===== src/rtl/ltl_report_collector.sv =====
// Timestamps cycles carrying property reports and buffers {match, ts} records in a FWFT FIFO.
// Also keeps sticky per-property flags, an overflow flag and a saturating drop counter.
module ltl_report_collector #(
    parameter int unsigned NUM_PROPS = 3,
    parameter int unsigned TS_W      = 16,
    parameter int unsigned DEPTH     = 8,
    parameter int unsigned DROP_W    = 8
) (
    input  logic                        clk,
    input  logic                        reset,
    input  logic                        run,
    input  logic                        clear,
    input  logic [NUM_PROPS-1:0]        match,
    output logic                        rpt_valid,
    input  logic                        rpt_ready,
    output logic [NUM_PROPS+TS_W-1:0]   rpt_data,
    output logic [NUM_PROPS-1:0]        sticky,
    output logic                        overflow,
    output logic [DROP_W-1:0]           drop_cnt,
    output logic [$clog2(DEPTH):0]      fifo_level
);

    localparam int unsigned PtrW = $clog2(DEPTH);
    localparam int unsigned LvlW = PtrW + 1;
    localparam int unsigned RecW = NUM_PROPS + TS_W;

    logic [TS_W-1:0]      ts_q, ts_d;
    logic [PtrW-1:0]      wr_ptr_q, wr_ptr_d;
    logic [PtrW-1:0]      rd_ptr_q, rd_ptr_d;
    logic [LvlW-1:0]      level_q, level_d;
    logic [NUM_PROPS-1:0] sticky_q, sticky_d;
    logic                 overflow_q, overflow_d;
    logic [DROP_W-1:0]    drop_q, drop_d;
    logic [RecW-1:0]      mem [DEPTH];

    logic cap, pop, full, push, drop;

    assign cap  = run & (|match);
    assign pop  = rpt_valid & rpt_ready;
    assign full = (level_q == LvlW'(DEPTH));
    // A pop frees the head slot in the same edge, so a full FIFO can still accept.
    assign push = cap & (~full | pop);
    assign drop = cap & full & ~pop;

    always_comb begin
        ts_d       = ts_q;
        wr_ptr_d   = wr_ptr_q;
        rd_ptr_d   = rd_ptr_q;
        level_d    = level_q;
        sticky_d   = sticky_q;
        overflow_d = overflow_q;
        drop_d     = drop_q;
        if (clear) begin
            ts_d       = '0;
            wr_ptr_d   = '0;
            rd_ptr_d   = '0;
            level_d    = '0;
            sticky_d   = '0;
            overflow_d = 1'b0;
            drop_d     = '0;
        end else begin
            if (run) begin
                ts_d = ts_q + TS_W'(1);
            end
            if (cap) begin
                sticky_d = sticky_q | match;
            end
            if (push) begin
                wr_ptr_d = wr_ptr_q + PtrW'(1);
            end
            if (pop) begin
                rd_ptr_d = rd_ptr_q + PtrW'(1);
            end
            if (push && !pop) begin
                level_d = level_q + LvlW'(1);
            end else if (pop && !push) begin
                level_d = level_q - LvlW'(1);
            end
            if (drop) begin
                overflow_d = 1'b1;
                if (drop_q != '1) begin
                    drop_d = drop_q + DROP_W'(1);
                end
            end
        end
    end

    always_ff @(posedge clk or negedge reset) begin
        if (!reset) begin
            ts_q       <= '0;
            wr_ptr_q   <= '0;
            rd_ptr_q   <= '0;
            level_q    <= '0;
            sticky_q   <= '0;
            overflow_q <= 1'b0;
            drop_q     <= '0;
        end else begin
            ts_q       <= ts_d;
            wr_ptr_q   <= wr_ptr_d;
            rd_ptr_q   <= rd_ptr_d;
            level_q    <= level_d;
            sticky_q   <= sticky_d;
            overflow_q <= overflow_d;
            drop_q     <= drop_d;
        end
    end

    // Storage is not reset; empty entries are masked on the output instead.
    always_ff @(posedge clk) begin
        if (push && !clear) begin
            mem[wr_ptr_q] <= {match, ts_q};
        end
    end

    assign rpt_valid  = (level_q != '0);
    assign rpt_data   = rpt_valid ? mem[rd_ptr_q] : '0;
    assign sticky     = sticky_q;
    assign overflow   = overflow_q;
    assign drop_cnt   = drop_q;
    assign fifo_level = level_q;

endmodule


===== config.mk =====
export PLATFORM = sky130hd
export DESIGN_NAME = ltl_report_collector
export DESIGN_NICKNAME = d
export VERILOG_FILES = /design/src/rtl/ltl_report_collector.sv
export SDC_FILE = /design/constraint.sdc
export NUM_CORES = 1
export LEC_CHECK = 0
export ABC_AREA = 1
export CORE_MARGIN = 5
export CORE_UTILIZATION = 54
export CTS_CLUSTER_DIAMETER = 50
export DETAILED_ROUTE_END_ITERATION = 6
export PLACE_DENSITY = 0.76
export SYNTH_ARGS = -nofsm -noshare
export SYNTH_HDL_FRONTEND = slang
export SYNTH_SLANG_ARGS = --single-unit

===== constraint.sdc =====
create_clock -name clk -period 2.3 [get_ports clk]
set_clock_uncertainty 0.1 [all_clocks]
set_input_delay 0.46 -clock clk [delete_from_list [all_inputs] [get_ports clk]]
set_output_delay 0.46 -clock clk [all_outputs]
set_load 0.01 [all_outputs]

Word level (Yosys, flattened, before mapping)
Memories as Yosys holds them, arrays and structs flattened.
Index checks and enable logic that the tools add are counted.
{ "word_totals": {"out_inout_bits": 36, "ramBits": 152, "mem_count": 1, "inputBits": 8, "regBits": 38} }
{ "memory_table": {"columns": ["name", "words", "width", "rd", "rd_clocked_by_memory_dff", "write_ports", "line_no", "source"], "rows": [
  ["mem", 8, 19, 1, 0, 1, "34", "logic [RecW-1:0] mem [DEPTH];"]
]} }
{ "op_classes": {"n_reduce_logical": 16, "eq_ne": 2, "add_sub_neg": 6, "bitwise": 9, "muxes": 19} }
{ "ops": {"columns": ["operator", "count"], "rows": [
  ["$mux 16", 2],
  ["$mux 8", 3],
  ["$mux 19", 1],
  ["$mux 3", 6],
  ["$add 16x1->16 const B", 1],
  ["$mux 4", 3],
  ["$reduce_bool 2->1", 6],
  ["$add 8x1->8 const B", 1],
  ["$ne 8x8->1 const B", 1],
  ["$add 3x1->3 const B", 2],
  ["$and 1x1->1", 5],
  ["$add 4x1->4 const B", 1],
  ["$eq 4x4->1 const B", 1],
  ["$mux 1", 4],
  ["$reduce_bool 4->1", 1],
  ["$sub 4x1->4 const B", 1],
  ["$logic_and 1x1->1", 3],
  ["$logic_not 1->1", 3],
  ["$or 3x3->3", 1],
  ["$reduce_bool 3->1", 1],
  ["$reduce_or 3->1", 1],
  ["$not 1->1", 2],
  ["$reduce_and 2->1", 1],
  ["$or 1x1->1", 1]
]} }

Longest topological paths before layout
Gate-level depths: netlist of the first run.
{ "logic_depth": {"word_depth": 9, "mapped_depth": 11} }

Least setup slack after synthesis of the first run
Ideal clock, no wire load.
{ "synth_path": {"path_type": "in2reg", "startpoint": "input clear", "endpoint": "memory mem[0][0] (netlist name) (enable)", "t_arrival_ps": 1862, "cell_stages": 6, "setup_ps": 395, "path_buffers": 1, "slack_ps": -57, "cell_sequence": "buf_2 -> inv_2 -> nand3_1 -> inv_1 -> nand2_1 -> nor2_1"} }
{ "synth_via": {"elab_chain_cells": 4} }
{ "synth_lines": {"columns": ["element", "line_no", "source"], "rows": [
  ["start, declared", "12", "input logic clear,"],
  ["$logic_not 1->1", "110", "if (push && !clear) begin"],
  ["$logic_and 1x1->1", "110", null],
  ["$mux 1", "110", null],
  ["$mux 1 (implied by the code)", "111", "mem[wr_ptr_q] <= {match, ts_q};"],
  ["end, declared", "34", null]
]} }
Every way passes these cells.

Worst setup path in the final report of the first run
{ "layout_path": {"startpoint": "register rd_ptr_q[0]", "endpoint": "output rpt_data[17]"} }
{ "layout_via": {"elab_chain_cells": 2} }
{ "layout_lines": {"columns": ["element", "line_no", "source"], "rows": [
  ["start, declared", "29", "logic [PtrW-1:0] rd_ptr_q, rd_ptr_d;"],
  ["start signal, assigned", "100", "rd_ptr_q <= rd_ptr_d;"],
  ["$mem_v2 8x19", null, null],
  ["$mux 19", "116", "assign rpt_data = rpt_valid ? mem[rd_ptr_q] : '0;"],
  ["end, declared", "16", "output logic [NUM_PROPS+TS_W-1:0] rpt_data,"]
]} }
Every way passes these cells.

==> results of run 1 <==
power breakdown:
group,leakage (nW),switching (mW),internal [mW],total [mW]
Clock,0.259,1.19,1.47,2.66
Combinational,1.63,2.07,1.70,3.78
Sequential,1.90,0.105,3.84,3.95
state kept, by name, summed over array words and instances (netlist names):
| register | count |
|---|---|
| wr_ptr_q | 3 |
| fifo_level | 4 |
| sticky | 3 |
| overflow | 1 |
| ts_q | 16 |
| mem | 152 |
| rd_ptr_q | 3 |
| drop_cnt | 8 |
worst reg2reg max path: cells and delay by family (launching register included):
kind                       cells  cell delay, ps
AOI/OAI and AO/OA              2             350
and+or+nand+nor                7             610
DFF                            1             400
buffers and inverters          1             140
adders and majority gates      1             290
area by class of cell:
| type | count | share of cell area (%) |
|---|---|---|
| sequential | 190 | 54.4 |
| multi-input combinational | 466 | 24.6 |
| timing repair buffer | 110 | 12.1 |
| tap | 188 | 2.32 |
| clock inverter | 14 | 0.999 |
| clock buffer | 18 | 4.23 |
| inverter | 38 | 1.43 |
cells in the final DEF (no fill, tap or decap), types with 7 or more instances in the layout:
cell,count
inv_1,34
o22ai_1,18
o21ai_1,65
nand3_1,29
buf_12,18
clkbuf_16,20
a21oi_1,13
nor2_2,18
o21ai_0,42
clkinv_1,7
dfrtp_1,36
edfxtp_1,152
nor2_1,138
buf_2,19
buf_4,35
clkdlybuf4s50_1,22
mux2i_1,14
nand2_1,70
through the flow:
step,total power [mW],area [um^2],std cells,TNS (ps)
floorplan,5.79,8220,727,-7700
global placement,7.20,9270,974,-7520
detailed placement,7.29,9270,974,-17110
CTS,10.1,9990,1019,-2710
global route,10.9,10100,1024,-5200
finish,10.4,10100,1024,-4000
per-layer routing:
layer | GRT usage, % | up-vias
li1 | - | 2751
met1 | 28.2 | 2901
met2 | 38.5 | 299
met3 | 4.76 | 52
met4 | 8.97 | 0
met5 | 0 | -
cell families after synthesis:
kind of cell / after synthesis / synth area share [%]
and+or+nand+nor: 286 / 15.3
adders and majority gates: 7 / 1.16
muxes: 19 / 2.31
buffers and inverters: 71 / 3.96
AOI/OAI and AO/OA: 149 / 9.65
xor gates and xnor gates: 5 / 0.533
DFF: 190 / 67.1
repair_timing:
action	4_1_cts	5_1_grt
setup endpoints to repair	19	20
cloned	5	3
setup buffers	8	3
gates resized for setup	136	40
pin swaps	16	22
worst min path at each step:
stage,startpoint,end,slack (ps),cells past startpoint
2_1_floorplan,reset,drop_cnt[0],60,0
5_1_grt,reset,drop_cnt[3],100,1
3_5_place_dp,overflow,overflow,390,2
3_3_place_gp,overflow,overflow,390,2
6_report,reset,drop_cnt[7],60,1
4_1_cts,reset,drop_cnt[7],70,1
==> flow_summary.json, run 1 <==
{
  "synth-edff-count": 152,
  "root_buffer": "clkbuf_16",
  "path_max_fanout": 12,
  "die_height_um": 133,
  "cp_slowest_cell": "dfrtp_2",
  "worstSetupEndpoint": "rpt_data[17]",
  "seq_area_frac_synth_pct": 67.1,
  "area_growth_pct": 23.5,
  "hold_class": "in -> async",
  "ys_ff_latch": 190,
  "setup_viol": 19,
  "tightest_slew_ps": 918,
  "ys_types": 38,
  "post_drt_wl_per_cell_um": 19.6,
  "seq_area_um2": 5520,
  "grt_pass1_wl_mm": 31.2,
  "cts_tree": "done",
  "totalWireLength_mm": 20.1,
  "antenna_found_initial": 0,
  "reg2reg_to": "fifo_level[3]",
  "r2r-start": "fifo_level[1]",
  "ant_nets": 0,
  "fin_util_pct": 67.2,
  "drc": 0,
  "synth_flop_cell": "edfxtp_1",
  "cts.sinks": 190,
  "path_depth": 9,
  "fin_ws_ps": -278,
  "grt_pass1_vias": 6129,
  "die_w_um": 133,
  "drive_above_1_share_pct": 19.9,
  "start_util_pct": 54.5,
  "cts_buffers": 17,
  "synth_cells": 727,
  "arrival_ps": 2020,
  "syn_avg_cell_area_um2": 11.3,
  "diodes": 0,
  "fmax_ghz": 0.388,
  "initialDrtViolationCount": 710,
  "path_clk_slew_ps": 70,
  "gp_congestion": 0.874,
  "wl_met1_mm": 7.86,
  "topRoutingLayerUsed": "met4",
  "worstSetupStartpointType": "flip-flop",
  "path_class": "reg -> out",
  "path_buf_inv": 3,
  "rsz0062_at_grt": "yes",
  "h-tree-depth": 4,
  "ir_worst_vdd_uv": 897,
  "synth.area.top_cells": "edfxtp_1 56%, dfrtp_1 12%, nor2_1 7.2%",
  "drt-pass1-iter-count": 6,
  "cp_data_required_time_ps": 1740,
  "netlist.area_leader.share_pct": 55.6,
  "violations": "negative setup slack",
  "crit_top_cell": "o21ai_1",
  "crit_chain": "buf_6, buf_12, nor2_2, nor2_1, o21ai_1, o21ai_1, o21ai_1, nor2_1, buf_2",
  "synth_top_cell_by_area": "edfxtp_1",
  "dr_wl_met2_mm": 10.2,
  "period_minus_slack_ps": 2580,
  "drv_slew": 0,
  "end_kind": "output port",
  "std_cell_rows": 45,
  "io_pins": 44,
  "rr_worst_depth": 11,
  "synth_common_cells": "157 x nor2_1, 152 x edfxtp_1, 96 x o21ai_0, 70 x nand2_1, 38 x dfrtp_1",
  "grt_overflow_total": 0,
  "vias": 6003,
  "grt_util_all_layers_pct": 22.5,
  "nets": 838,
  "wl_met3_mm": 1.43,
  "postCtsHoldBufs": 0,
  "synth_warnings": 0,
  "pre_cts_ws_ps": -155,
  "synthesis.nets": 742,
  "status": "finished, violations left",
  "synth.most_common_cell": "nor2_1",
  "slew_headroom_pct": 38.8,
  "r2r_setup_slack_ps": 300,
  "avgViaCountPerCell": 5.86,
  "die_area_um2": 17800,
  "port_buffers": 43,
  "syn-cell-area_um2": 8220,
  "whs_ps": 58.8,
  "grt_max_degree": 39,
  "clockBufferDepth": 2,
  "core_um2": 15100,
  "cp_top_family": "flip-flops",
  "hold_viol": 0,
  "dp_hpwl_mm": 11.4,
  "max_stage_delay_ps": 490,
  "period_share_pct": 112,
  "setup.worst_path.start": "rd_ptr_q[0]",
  "multi_input_area_um2": 2490,
  "maxCapViolations": 0,
  "ys_async_sr_fraction_pct": 20.0,
  "fillCellCount": 1027,
  "powerDensity_nw_per_um2": 1020,
  "clkLatencyLatePin_ps": 440,
  "leakage_nw": 3.79
}
Note: power is estimated with default switching activity, not from simulation.
==> run 2, diff against run 1 <==
GPL_TIMING_DRIVEN = 0   (was default)
==> flow_summary.json, run 2 (synthesis gave the netlist of run 1 again) <==
{
  "switchingPower_mw": 3.40,
  "final_cell_mix": "152 x edfxtp_1, 142 x nor2_1, 70 x nand2_1",
  "path_class": "reg -> out",
  "drive_above_1_share_pct": 21.0,
  "grt_overflow_total": 0,
  "status": "finished, violations left",
  "die_w_um": 133,
  "cts_buffers": 17,
  "final_cells": 1020,
  "reg2reg_to": "fifo_level[3]",
  "final_common_cell": "edfxtp_1",
  "p_comb_share_pct": 34.4,
  "rr_worst_depth": 10,
  "std_cell_rows": 45,
  "hold_class": "in -> async",
  "whs_ps": 60.8,
  "tns_ps": -3610,
  "ir_worst_vdd_uv": 767,
  "port_buffers": 42,
  "cts.sinks": 190,
  "gp_congestion": 0.863,
  "post_drt_wl_per_cell_um": 19.8,
  "largest_reg_flops": 152,
  "grt_util_all_layers_pct": 22.9,
  "clkLatencyLatePin_ps": 420,
  "initialDrtViolationCount": 760,
  "r2r-start": "fifo_level[1]",
  "leakage_nw": 3.72,
  "ant_nets": 0,
  "grt_pass1_vias": 5996,
  "drt-pass1-iter-count": 5,
  "vias": 5978,
  "cts_tree": "done",
  "postCtsHoldBufs": 0,
  "diodes": 0,
  "maxCapViolations": 0,
  "period_share_pct": 111,
  "avgViaCountPerCell": 5.86,
  "r2r_setup_slack_ps": 190,
  "powerDensity_nw_per_um2": 1010,
  "slew_headroom_pct": 40.1,
  "violations": "negative setup slack",
  "arrival_ps": 1990,
  "start_util_pct": 54.5,
  "area_growth_pct": 21.9,
  "grt_pass1_wl_mm": 31.6,
  "clkPwrFrac_pct": 26.3,
  "hold_viol": 0,
  "path_clk_slew_ps": 70,
  "nets": 834,
  "antenna_found_initial": 0,
  "die_height_um": 133,
  "setup_viol": 19,
  "worstSetupStartpointType": "flip-flop",
  "fillCellCount": 1033,
  "drv_slew": 0,
  "grt_max_degree": 39,
  "h-tree-depth": 4,
  "clockBufferDepth": 2,
  "root_buffer": "clkbuf_16",
  "power_mw": 10.2,
  "netSwitchingFraction_pct": 33.4,
  "placed_cells": 964,
  "cp_data_required_time_ps": 1740,
  "largest_register": "mem",
  "dp_hpwl_mm": 12.8,
  "fin_util_pct": 66.4,
  "totalWireLength_mm": 20.2,
  "die_area_um2": 17800,
  "power.internal_mw": 6.76,
  "tightest_slew_ps": 899,
  "rsz0062_at_grt": "yes",
  "seqPwrFrac_pct": 39.2,
  "path_max_fanout": 6,
  "drc": 0,
  "end_kind": "output port",
  "core_um2": 15100,
  "period_minus_slack_ps": 2550,
  "fin_ws_ps": -255,
  "fmax_ghz": 0.391,
  "io_pins": 44
}
## run 2: cell types whose count changed in the layout (fill, tap and decap cells not counted), moves of 6 or more
cell      delta
o21ai_1     -20
buf_12      -12
mux2i_1      -6
nor2_2      -11
clkinv_1     -6
clkbuf_2     +6
buf_6        +7
buf_8        +7
o21ai_0     +20
buf_4       -19
clkbuf_8     +7
nor2_4       +7
## run 2: area by class of cell
type | count | area [um^2] | area share, %
tap | 188 | 235 | 2.35
sequential | 190 | 5520 | 55.1
inverter | 38 | 143 | 1.42
timing repair buffer | 73 | 684 | 6.83
buffer | 33 | 303 | 3.02
multi-input combinational | 466 | 2590 | 25.8
clock inverter | 10 | 65.1 | 0.650
clock buffer | 22 | 474 | 4.74
## run 2: critical path, cell delays in order, from the launching register on
cell and delay [ps]:
dfrtp_2 440, buf_8 180, buf_12 140, buf_12 130, mux2i_2 210, o22ai_1 100
nor2_1 150, nor2_1 70, buf_2 150
## run 2: power by group through the flow
stage          registers [mW]  clock network [mW]  logic, mW
3_5_place_dp             4.03                   0       3.04
5_1_grt                  4.00                2.87       3.77
3_3_place_gp             4.02                   0       2.92
4_1_cts                  3.97                2.69       3.24
6_report                 3.99                2.68       3.50
2_1_floorplan            4.02                   0       1.77
## run 2: metal layers
metal / up-vias / global-route usage (%) / wire, um
li1: 2735 / - / -
met1: 2913 / 29.4 / 8170
met2: 298 / 39.4 / 10400
met3: 32 / 4.46 / 1360
met4: 0 / 7.83 / 284
met5: - / 0 / 0
## run 2: stage by stage
step,setup WS (ps),cell area (um^2)
after floorplan,-56.6,8220
after global placement,-1460,8870
after detailed placement,-929,8990
after CTS,-230,9840
after global routing,-321,10000
final,-255,10000
## run 2: worst max path at each step
stage,startpoint,end,depth (start not counted)
floorplan,clear,mem[0][0],6
global placement,match[2],mem[7][11],7
detailed placement,match[2],mem[2][10],7
CTS,rd_ptr_q[0],rpt_data[17],8
global route,rd_ptr_q[0],rpt_data[17],8
finish,rd_ptr_q[0],rpt_data[16],8
## run 2: timing repair
action,in CTS,in global routing
pin swaps,32,23
gates cloned,1,1
buffers inserted,16,7
resized for setup,170,49
setup endpoints to repair,171,115
